$ cat src/rtl/piso_bit_serializer.sv
// Parallel-in serial-out stage: takes a WIDTH-bit word over valid/ready and emits one bit per clock.
// Build option PISO_PARITY_EN appends an even-parity bit to each frame (N = WIDTH+1 bits).
module piso_bit_serializer #(
    parameter int WIDTH     = 8,
    parameter bit MSB_FIRST = 1'b1
) (
    input  logic             clk,
    input  logic             reset,
    input  logic             load_valid,
    output logic             load_ready,
    input  logic [WIDTH-1:0] load_data,
    output logic             c_out,
    output logic             bit_valid,
    output logic             frame_done,
    output logic             dbg_state
);

`ifdef PISO_PARITY_EN
    localparam int N = WIDTH + 1;
`else
    localparam int N = WIDTH;
`endif
    localparam int CW = $clog2(WIDTH + 2);
    localparam logic [CW-1:0] LAST_CNT = CW'(N - 1);
    localparam logic [CW-1:0] PRE_LAST = CW'(N - 2);

    typedef enum logic {
        S_IDLE  = 1'b0,
        S_SHIFT = 1'b1
    } state_t;

    state_t           state_q, state_d;
    logic [WIDTH-1:0] sreg_q, sreg_d;
    logic [CW-1:0]    cnt_q, cnt_d;
    logic             c_out_q, c_out_d;
    logic             bv_q, bv_d;
    logic             fd_q, fd_d;

    logic             last_bit;
    logic             xfer;
    logic             first_bit;
    logic [WIDTH-1:0] rest_bits;
    logic             shift_bit;
    logic [WIDTH-1:0] sreg_adv;
    logic             next_bit;

    // Handshake: a word moves when load_valid && load_ready at a rising edge.
    // load_ready is combinational from state/counter, never from load_valid.
    assign last_bit = (state_q == S_SHIFT) && (cnt_q == LAST_CNT);
    assign xfer     = load_valid && load_ready;

    always_comb begin
        if (MSB_FIRST) begin
            first_bit = load_data[WIDTH-1];
            rest_bits = load_data << 1;
            shift_bit = sreg_q[WIDTH-1];
            sreg_adv  = sreg_q << 1;
        end else begin
            first_bit = load_data[0];
            rest_bits = load_data >> 1;
            shift_bit = sreg_q[0];
            sreg_adv  = sreg_q >> 1;
        end
    end

`ifdef PISO_PARITY_EN
    localparam logic [CW-1:0] LAST_DATA = CW'(WIDTH - 1);
    logic par_q, par_d;

    assign par_d    = xfer ? ^load_data : par_q;
    // After the last data bit the parity captured with the word goes out.
    assign next_bit = (cnt_q == LAST_DATA) ? par_q : shift_bit;

    always_ff @(posedge clk or negedge reset) begin
        if (!reset) par_q <= 1'b0;
        else        par_q <= par_d;
    end
`else
    assign next_bit = shift_bit;
`endif

    // State register
    always_ff @(posedge clk or negedge reset) begin
        if (!reset) state_q <= S_IDLE;
        else        state_q <= state_d;
    end

    // Next-state logic
    always_comb begin
        state_d = state_q;
        case (state_q)
            S_IDLE:  if (xfer) state_d = S_SHIFT;
            S_SHIFT: if (last_bit && !xfer) state_d = S_IDLE;
            default: state_d = S_IDLE;
        endcase
    end

    // FSM outputs
    always_comb begin
        load_ready = reset && ((state_q == S_IDLE) || last_bit);
        dbg_state  = state_q;
    end

    // Datapath next values
    always_comb begin
        sreg_d  = sreg_q;
        cnt_d   = cnt_q;
        c_out_d = c_out_q;
        bv_d    = bv_q;
        fd_d    = fd_q;
        if (xfer) begin
            c_out_d = first_bit;
            bv_d    = 1'b1;
            fd_d    = 1'b0;
            cnt_d   = '0;
            sreg_d  = rest_bits;
        end else if (last_bit) begin
            c_out_d = 1'b0;
            bv_d    = 1'b0;
            fd_d    = 1'b0;
            cnt_d   = '0;
            sreg_d  = '0;
        end else if (state_q == S_SHIFT) begin
            c_out_d = next_bit;
            cnt_d   = cnt_q + CW'(1);
            sreg_d  = sreg_adv;
            fd_d    = (cnt_q == PRE_LAST);
        end
    end

    always_ff @(posedge clk or negedge reset) begin
        if (!reset) begin
            sreg_q  <= '0;
            cnt_q   <= '0;
            c_out_q <= 1'b0;
            bv_q    <= 1'b0;
            fd_q    <= 1'b0;
        end else begin
            sreg_q  <= sreg_d;
            cnt_q   <= cnt_d;
            c_out_q <= c_out_d;
            bv_q    <= bv_d;
            fd_q    <= fd_d;
        end
    end

    assign c_out      = c_out_q;
    assign bit_valid  = bv_q;
    assign frame_done = fd_q;

endmodule

$ cat config.mk
export PLATFORM = sky130hd
export DESIGN_NAME = piso_bit_serializer
export DESIGN_NICKNAME = d
export VERILOG_FILES = /design/src/rtl/piso_bit_serializer.sv
export SDC_FILE = /design/constraint.sdc
export NUM_CORES = 1
export LEC_CHECK = 0
export BUFFER_PORTS_ARGS = -buffer_cell sky130_fd_sc_hd__buf_4
export CAP_MARGIN = 10
export CORE_AREA = 2 2 50 56
export DETAILED_ROUTE_END_ITERATION = 16
export DIE_AREA = 0 0 52 58
export SETUP_SLACK_MARGIN = 0.2
export SLEW_MARGIN = 5
export SYNTH_ARGS = -nofsm -noshare
export SYNTH_HDL_FRONTEND = slang
export SYNTH_SLANG_ARGS = --single-unit
export TNS_END_PERCENT = 30
$ cat constraint.sdc
create_clock -name clk -period 1.9 [get_ports clk]
set_clock_uncertainty 0.2 [all_clocks]
set_input_delay 0.095 -clock clk [delete_from_list [all_inputs] [get_ports clk]]
set_output_delay 0.095 -clock clk [all_outputs]
set_load 0.02 [all_outputs]
==> flow_metrics.py, run 1 <==
metrics = {
    "global_route": {
        "antenna_found_initial": 0,
        "grt.total_usage_pct": 11.9,
        "grt_pass1_wl_mm": 2.65,
        "grt_max_degree": 19,
        "first_global_vias": 613,
        "gr-total-overflow": 0,
    },
    "floorplanning": {
        "num_rows": 19,
        "dieArea_mm2": 0.00302,
        "core_mm2": 0.00245,
        "io_pins": 16,
        "initial_core_util_pct": 28.7,
        "die_h_um": 58,
        "die_x_um": 52,
    },
    "timing": {
        "whs_ns": -0.00329,
        "min_period_over_period_pct": 90.8,
        "tns_ns": 0,
        "rsz0062_at_grt": "yes",
        "relSlewSlack_pct": 85.0,
        "min_period_ns": 1.73,
        "hold_violations": 9,
        "report.final.slew_viol_count": 0,
        "setup_viol": 0,
        "max_freq_ghz": 0.579,
        "worst_slew_pin_slew_ns": 0.225,
    },
    "power_and_ir_drop": {
        "p_leak_nw": 0.538,
        "pwr-share-comb_pct": 50.3,
        "p_per_area_mw_per_mm2": 1380,
        "p_seq_share_pct": 37.3,
        "ir_drop_v": 0.000537,
        "p_clk_share_pct": 12.4,
        "switching_share_pct": 35.0,
        "p_int_mw": 0.968,
        "finalPower_mw": 1.49,
        "switchingPower_mw": 0.522,
    },
    "worst_hold_path": {
        "hp-class": "primary input to async pin",
    },
    "clock_tree": {
        "clkSinkCount": 15,
        "cts.hold.buffers_added": 9,
        "cts_tree": "done",
        "cts_buffer_depth": 2,
        "cts_buffers": 3,
        "cts-htree-levels": 1,
        "cts-root-buf": "clkbuf_4",
        "clk_pin_slew_ns": 0.10,
        "clock_latency_ns": 0.28,
    },
    "status": {
        "violations": "hold timing",
        "status": "finished, violations left",
    },
    "synthesis": {
        "avgSynthCellArea_um2": 11.9,
        "synth-seq-cells": 15,
        "synth_nets": 72,
        "syn_inst": 59,
        "yosys.cell_types.count": 24,
        "synthesis.area_um2": 702,
        "yosysWarnings": 0,
        "seq_area_frac_synth_pct": 53.5,
    },
    "detailed_routing": {
        "vias": 607,
        "drt_iter0_drc": 8,
        "drc": 0,
        "drt-pass1-iter-count": 4,
        "wl_mm": 1.56,
        "vias_per_cell": 4.71,
        "final_antenna_net_count": 0,
        "wire_per_inst_um": 12.1,
    },
    "place": {
        "place_area_um2": 862,
        "place.port_buffers": 15,
        "dp_hpwl_um": 967,
        "gp_congestion": 0.661,
    },
    "job": {
        "drv_cap": 0,
    },
    "layout": {
        "nNetsFinal": 112,
        "area_growth_pct": 53.8,
        "final_cell_area_mm2": 0.00108,
        "final_common_cell": "buf_4",
        "diodes": 0,
        "final_cell_mix": "28 x buf_4, 15 x dfrtp_1, 9 x dlygate4sd3_1, 7 x and2_1, 7 x a221o_1",
        "drive_gt1_share_pct": 41.8,
    },
    "critical_path": {
        "criticalPathCategory": "register to output pin",
        "path_max_fanout": 2,
        "required_ns": 1.60,
        "endpoint_kind": "output pin",
        "crit_arrival_ns": 1.43,
        "cp-start-kind": "register",
    },
}
-- per-stage QoR --
step                      util, %  hold WS (ns)  std cells  worst slack, ns
final                        44.1      -0.00329        129            0.174
after global routing         44.1      -0.00316        129            0.112
after CTS                    43.5      -0.00623        127            0.155
after detailed placement     35.2        -0.227        106            0.233
after global placement       35.2        -0.229        106            0.266
after floorplan                 -        -0.401         59            0.278
-- cells in the mapped netlist --
cell type | instances | area share [%]
a21o_1 | 1 | 1.1
a21oi_1 | 2 | 1.4
a21oi_2 | 1 | 1.2
a221o_1 | 7 | 10
a22o_1 | 1 | 1.2
and2_1 | 7 | 6.2
and2_4 | 1 | 1.2
and2b_2 | 1 | 1.2
buf_2 | 2 | 1.4
buf_6 | 1 | 1.6
dfrtp_1 | 15 | 53
ha_1 | 2 | 3.6
inv_1 | 2 | 1.1
mux2_2 | 1 | 1.6
mux2i_1 | 1 | 1.4
nand2_1 | 4 | 2.1
nand3b_2 | 1 | 1.6
nand4_1 | 1 | 0.89
nand4b_1 | 2 | 2.5
nor2_1 | 2 | 1.1
o21ai_0 | 1 | 0.71
or2_2 | 1 | 0.89
or3_2 | 1 | 1.1
xor2_1 | 1 | 1.2
-- final cells by class --
cell class / count / area, um2
inverter: 2 / 7.51
clock inverter: 1 / 5.00
timing repair buffer: 38 / 312
sequential: 15 / 375
multi-input combinational: 39 / 319
clock buffer: 3 / 22.5
fill: 244 / 1370
tap: 31 / 38.8
-- cells by family after synthesis --
logic type | count (synthesis) | share of synthesized area [%]
compound gates | 13 | 15.7
xor+xnor | 1 | 1.25
fa+ha+maj | 2 | 3.56
buf+inv | 5 | 4.10
flops | 15 | 53.5
mux | 2 | 3.03
simple gates | 21 | 18.9
-- layer usage --
| metal | vias to the layer above | global-route usage, % | part of all wire, % |
|---|---|---|---|
| li1 | 289 | - | - |
| met1 | 297 | 14.4 | 46 |
| met2 | 17 | 19.5 | 48 |
| met3 | 4 | 2.58 | 4.2 |
| met4 | 0 | 6.02 | 2.0 |
| met5 | - | 0 | 0 |
-- worst paths after layout --
kind,cells past startpoint,slack [ns],end,from
max,5,0.17,load_ready,cnt_q[0]
min,2,-0.003,dbg_state,reset
max reg2reg,5,0.18,cnt_q[3],cnt_q[0]
min reg2reg,1,0.28,bit_valid,bit_valid
max in group asynchronous,2,1.31,cnt_q[1],reset
min in group clk,3,0.06,cnt_q[0],load_valid
-- flip-flops by register name, indices dropped and copies added, names as in the netlist --
| signal | cells |
|---|---|
| cnt_q | 4 |
| frame_done | 1 |
| sreg_q | 7 |
| c_out | 1 |
| dbg_state | 1 |
| bit_valid | 1 |
-- power groups by stage --
| stage | Sequential [mW] | Combinational [mW] | Clock [mW] |
|---|---|---|---|
| after global routing | 0.574 | 0.825 | 0.213 |
| after global placement | 0.550 | 0.550 | 0 |
| final | 0.556 | 0.749 | 0.185 |
| after floorplan | 0.566 | 0.379 | 0 |
| after detailed placement | 0.555 | 0.559 | 0 |
| after CTS | 0.553 | 0.733 | 0.197 |
-- worst max-delay path, stage by stage (launching register included) --
cell and delay (ns):
dfrtp_1 0.42, ha_4 0.18, nand3b_4 0.07, and2_4 0.14
and2b_2 0.21, buf_6 0.12
-- repair_timing --
action / 4_1_cts / 5_1_grt
pin swaps: 2 / 2
buffers inserted: 8 / 2
endpoints found under the setup margin: 1 / 9
resized for setup: 4 / 0
endpoints found under the hold margin: 23 / 9
Note: power is estimated with default switching activity, not from simulation.
==> run 2: changes to the inputs <==
--- a/config.mk
+++ b/config.mk
@@ -7,9 +7,11 @@
 export LEC_CHECK = 0
 export BUFFER_PORTS_ARGS = -buffer_cell sky130_fd_sc_hd__buf_4
 export CAP_MARGIN = 10
-export CORE_AREA = 2 2 50 56
+export CORE_AREA = 2 2 46 52
+export CTS_BUF_LIST = sky130_fd_sc_hd__clkbuf_2 sky130_fd_sc_hd__clkbuf_4 sky130_fd_sc_hd__clkbuf_8
 export DETAILED_ROUTE_END_ITERATION = 16
-export DIE_AREA = 0 0 52 58
+export DIE_AREA = 0 0 48 54
+export PLACE_DENSITY_LB_ADDON = 0.25
 export SETUP_SLACK_MARGIN = 0.2
 export SLEW_MARGIN = 5
 export SYNTH_ARGS = -nofsm -noshare
==> flow_metrics.py, run 2 (synthesized netlist as in run 1, its figures left out) <==
metrics = {
    "job": {
        "drv_cap": 0,
    },
    "timing": {
        "max_freq_ghz": 0.576,
        "setup_viol": 0,
        "worst_slew_pin_slew_ns": 0.270,
        "rsz0062_at_grt": "yes",
        "report.final.slew_viol_count": 0,
        "relSlewSlack_pct": 82.0,
        "min_period_ns": 1.74,
        "hold_violations": 0,
        "tns_ns": 0,
        "min_period_over_period_pct": 91.4,
    },
    "detailed_routing": {
        "drt_iter0_drc": 7,
        "wire_per_inst_um": 12.3,
        "vias": 564,
        "drc": 0,
        "drt-pass1-iter-count": 4,
        "final_antenna_net_count": 0,
        "wl_mm": 1.52,
        "vias_per_cell": 4.59,
    },
    "clock_tree": {
        "cts_tree": "done",
        "cts_buffer_depth": 2,
        "cts-root-buf": "clkbuf_4",
        "cts-htree-levels": 1,
        "cts_buffers": 3,
        "clock_latency_ns": 0.28,
        "clk_pin_slew_ns": 0.09,
        "clkSinkCount": 15,
    },
    "global_route": {
        "first_global_vias": 553,
        "grt_pass1_wl_mm": 2.42,
        "gr-total-overflow": 0,
        "grt.total_usage_pct": 13.5,
        "antenna_found_initial": 0,
        "grt_max_degree": 19,
    },
    "place": {
        "gp_congestion": 0.672,
        "dpl.cell_count": 105,
        "place.port_buffers": 15,
        "dp_hpwl_um": 985,
        "place_area_um2": 861,
    },
    "floorplanning": {
        "die_h_um": 54,
        "num_rows": 18,
        "io_pins": 16,
        "die_x_um": 48,
        "initial_core_util_pct": 32.8,
        "core_mm2": 0.00214,
        "dieArea_mm2": 0.00259,
    },
    "layout": {
        "fill_cells": 204,
        "final_cell_mix": "23 x buf_4, 15 x dfrtp_1, 9 x dlygate4sd3_1, 7 x and2_1, 7 x a221o_1",
        "final_cell_area_mm2": 0.00104,
        "final_common_cell": "buf_4",
        "multi_input_area_um2": 319,
        "regArea_um2": 375,
        "diodes": 0,
        "area_growth_pct": 48.3,
        "drive_gt1_share_pct": 38.7,
        "largest_register_ff_count": 7,
        "reg.largest.list": "sreg_q (7), cnt_q (4)",
        "top_register": "sreg_q",
        "stdcell_count": 123,
        "nNetsFinal": 107,
    },
    "critical_path": {
        "criticalPathCategory": "register to output pin",
        "r2r_slack_ns": 0.25,
        "required_ns": 1.60,
        "crit_arrival_ns": 1.44,
        "cp_cell_sequence": "ha_4 > nand3b_4 > and2_4 > and2b_2 > buf_6",
        "path_max_fanout": 2,
        "reg2regPathDepth": 6,
        "cp_slowest_cell": "dfrtp_1",
        "critical-path-max-stage-delay_ns": 0.42,
        "endpoint_kind": "output pin",
        "r2r-start": "cnt_q[1]",
        "cp-start-kind": "register",
        "r2r-end": "sreg_q[2]",
    },
    "status": {
        "status": "complete, no violations",
    },
    "power_and_ir_drop": {
        "p_leak_nw": 0.515,
        "ir_drop_v": 0.000569,
        "finalPower_mw": 1.41,
        "p_per_area_mw_per_mm2": 1360,
    },
    "worst_hold_path": {
        "hp-class": "primary input to async pin",
    },
}
## run 2: stage by stage
step	hold WS, ns	worst slack, ns	util [%]
6_report	0.00931	0.164	48.7
5_1_grt	0.0250	0.114	48.7
4_1_cts	0.00884	0.144	48.7
3_5_place_dp	-0.229	0.222	40.2
3_3_place_gp	-0.228	0.250	40.2
2_1_floorplan	-0.401	0.278	-
## run 2: worst max-delay path by stage
stage | end | slack (ns) | start
floorplan | c_out | 0.28 | cnt_q[0]
global placement | sreg_q[2] | 0.25 | cnt_q[0]
detailed placement | sreg_q[2] | 0.22 | cnt_q[0]
CTS | load_ready | 0.14 | cnt_q[1]
global route | load_ready | 0.11 | cnt_q[1]
finish | load_ready | 0.16 | cnt_q[1]
## run 2: metal layers
metal / global-route usage (%) / routed length [um] / vias to the layer above
li1: - / - / 279
met1: 16.1 / 654 / 271
met2: 22.2 / 791 / 12
met3: 2.01 / 42 / 2
met4: 8.11 / 27 / 0
met5: 0 / 0 / -
## run 2: area by class of cell
type / instances / share of cell area, %
Inverter: 2 / 0.721
Clock buffer: 3 / 2.16
Timing Repair Buffer: 33 / 26.3
Sequential cell: 15 / 36.1
Clock inverter: 1 / 0.481
Tap cell: 30 / 3.61
Multi-Input combinational cell: 39 / 30.6
## run 2: power breakdown
part / switching [mW] / internal [mW]
clock network: 0.103 / 0.0779
logic: 0.286 / 0.379
registers: 0.115 / 0.450
## run 2: repair_timing
action | in CTS | in global routing
cloned | 0 | 0
resized for setup | 4 | 0
pin swaps | 1 | 1
hold endpoints to repair | 23 | 0
buffers inserted | 5 | 0
endpoints found under the setup margin | 1 | 5
hold buffers | 9 | 0
## run 2: worst max-delay path: cells and delay by family, from the launching register on
family,cells,cell delay (ns)
fa+ha+maj,1,0.18
flops,1,0.42
buf+inv,1,0.12
simple gates,3,0.43
==> run 3: changes to the inputs <==
--- a/config.mk
+++ b/config.mk
@@ -12,6 +12,7 @@
 export DETAILED_ROUTE_END_ITERATION = 16
 export DIE_AREA = 0 0 48 54
 export PLACE_DENSITY_LB_ADDON = 0.25
+export REMOVE_ABC_BUFFERS = 1
 export SETUP_SLACK_MARGIN = 0.2
 export SLEW_MARGIN = 5
 export SYNTH_ARGS = -nofsm -noshare
==> flow_metrics.py, run 3 (synthesized netlist as in run 1, its figures left out) <==
metrics = {
    "power_and_ir_drop": {
        "p_seq_share_pct": 38.6,
        "switchingPower_mw": 0.509,
        "ir_drop_v": 0.000493,
        "pwr-share-comb_pct": 48.6,
        "p_leak_nw": 0.519,
        "switching_share_pct": 35.9,
        "p_int_mw": 0.911,
        "p_clk_share_pct": 12.8,
        "p_per_area_mw_per_mm2": 1350,
    },
    "floorplanning": {
        "die_h_um": 54,
        "dieArea_mm2": 0.00259,
        "core_mm2": 0.00214,
        "io_pins": 16,
        "die_x_um": 48,
        "num_rows": 18,
        "initial_core_util_pct": 32.8,
    },
    "critical_path": {
        "r2r-start": "cnt_q[0]",
        "cp_cell_sequence": "ha_4 > nand3b_4 > and2_4 > and2b_2 > buf_6",
        "endpoint_kind": "output pin",
        "path_max_fanout": 2,
        "required_ns": 1.60,
        "r2r-end": "sreg_q[3]",
        "critical-path-max-stage-delay_ns": 0.42,
        "r2r_slack_ns": 0.28,
        "cp-start-kind": "register",
        "criticalPathCategory": "register to output pin",
        "reg2regPathDepth": 5,
        "cp_slowest_cell": "dfrtp_1",
        "crit_arrival_ns": 1.44,
    },
    "global_route": {
        "first_global_vias": 587,
        "antenna_found_initial": 0,
        "grt_max_degree": 19,
        "gr-total-overflow": 0,
        "grt.total_usage_pct": 13.7,
        "grt_pass1_wl_mm": 2.46,
    },
    "status": {
        "status": "complete, no violations",
    },
    "detailed_routing": {
        "wl_mm": 1.54,
        "drt-pass1-iter-count": 4,
        "drt_iter0_drc": 10,
        "final_antenna_net_count": 0,
        "wire_per_inst_um": 12.4,
        "vias_per_cell": 4.64,
        "vias": 575,
        "drc": 0,
    },
    "clock_tree": {
        "clock_latency_ns": 0.28,
        "cts_tree": "done",
        "clkSinkCount": 15,
        "cts-root-buf": "clkbuf_4",
        "cts-htree-levels": 1,
        "cts_buffer_depth": 2,
        "cts_buffers": 3,
        "clk_pin_slew_ns": 0.09,
    },
    "layout": {
        "area_growth_pct": 49.7,
        "diodes": 0,
        "largest_register_ff_count": 7,
        "final_common_cell": "buf_4",
        "fill_cells": 209,
        "stdcell_count": 124,
        "reg.largest.list": "sreg_q (7), cnt_q (4)",
        "top_register": "sreg_q",
        "nNetsFinal": 108,
        "drive_gt1_share_pct": 38.3,
        "final_cell_mix": "23 x buf_4, 15 x dfrtp_1, 10 x dlygate4sd3_1, 7 x and2_1, 7 x a221o_1",
    },
    "place": {
        "dp_hpwl_um": 934,
        "place.port_buffers": 15,
        "gp_congestion": 0.698,
        "dpl.cell_count": 105,
    },
    "timing": {
        "hold_violations": 0,
        "max_freq_ghz": 0.575,
        "tns_ns": 0,
        "min_period_over_period_pct": 91.5,
        "relSlewSlack_pct": 84.3,
        "min_period_ns": 1.74,
        "rsz0062_at_grt": "yes",
        "setup_viol": 0,
        "whs_ns": 0.00526,
        "report.final.slew_viol_count": 0,
        "worst_slew_pin_slew_ns": 0.236,
    },
    "job": {
        "drv_cap": 0,
    },
    "worst_hold_path": {
        "hp-class": "primary input to async pin",
    },
}
-- run 3: what timing repair did --
item | CTS | global route
setup buffers | 5 | 0
pin swaps | 2 | 1
hold buffers | 10 | 0
endpoints found under the hold margin | 24 | 0
gates resized for setup | 4 | 0
endpoints found under the setup margin | 1 | 1
-- run 3: metal layers --
| metal | track usage [%] | up-vias | share of wire [%] |
|---|---|---|---|
| met5 | 0 | - | 0 |
| met4 | 8.11 | 0 | 1.2 |
| met3 | 2.01 | 2 | 1.9 |
| met2 | 23.1 | 10 | 53 |
| met1 | 15.8 | 278 | 43 |
| li1 | - | 285 | - |
-- run 3: cell type report --
class / instances / area (um2) / share of cell area [%]
Clock buffer: 3 / 22.5 / 2.14
Clock inverter: 1 / 5.00 / 0.476
Inverter: 2 / 7.51 / 0.714
Multi-Input combinational cell: 39 / 319 / 30.4
Sequential cell: 15 / 375 / 35.7
Tap cell: 30 / 37.5 / 3.57
Timing Repair Buffer: 34 / 284 / 27.0
-- run 3: power by group through the flow --
stage | logic (mW) | registers [mW] | clock network (mW)
2_1_floorplan | 0.325 | 0.584 | 0
3_3_place_gp | 0.556 | 0.545 | 0
3_5_place_dp | 0.572 | 0.550 | 0
4_1_cts | 0.696 | 0.546 | 0.191
5_1_grt | 0.758 | 0.566 | 0.208
6_report | 0.691 | 0.548 | 0.181
-- run 3: stage by stage --
stage	setup WS, ns	instance area [um2]	power [mW]	util [%]
2_1_floorplan	0.365	681	0.908	-
3_3_place_gp	0.264	861	1.10	40.2
3_5_place_dp	0.233	861	1.12	40.2
4_1_cts	0.159	1050	1.43	49.1
5_1_grt	0.101	1050	1.53	49.1
6_report	0.162	1050	1.42	49.1
-- run 3: how the worst max path moves through the flow --
stage | end | slack [ns] | from
after detailed placement | load_ready | 0.23 | cnt_q[0]
final | load_ready | 0.16 | cnt_q[0]
after global placement | load_ready | 0.26 | cnt_q[0]
after floorplan | c_out | 0.37 | cnt_q[0]
after global routing | load_ready | 0.10 | cnt_q[1]
after CTS | load_ready | 0.16 | cnt_q[0]
-- run 3: critical path, delay by kind of cell, from the launching register on --
kind	cells	cell delay [ns]
flip-flops	1	0.42
adder cells (fa/ha/maj)	1	0.19
AND/OR/NAND/NOR	3	0.42
buffers and inverters	1	0.13
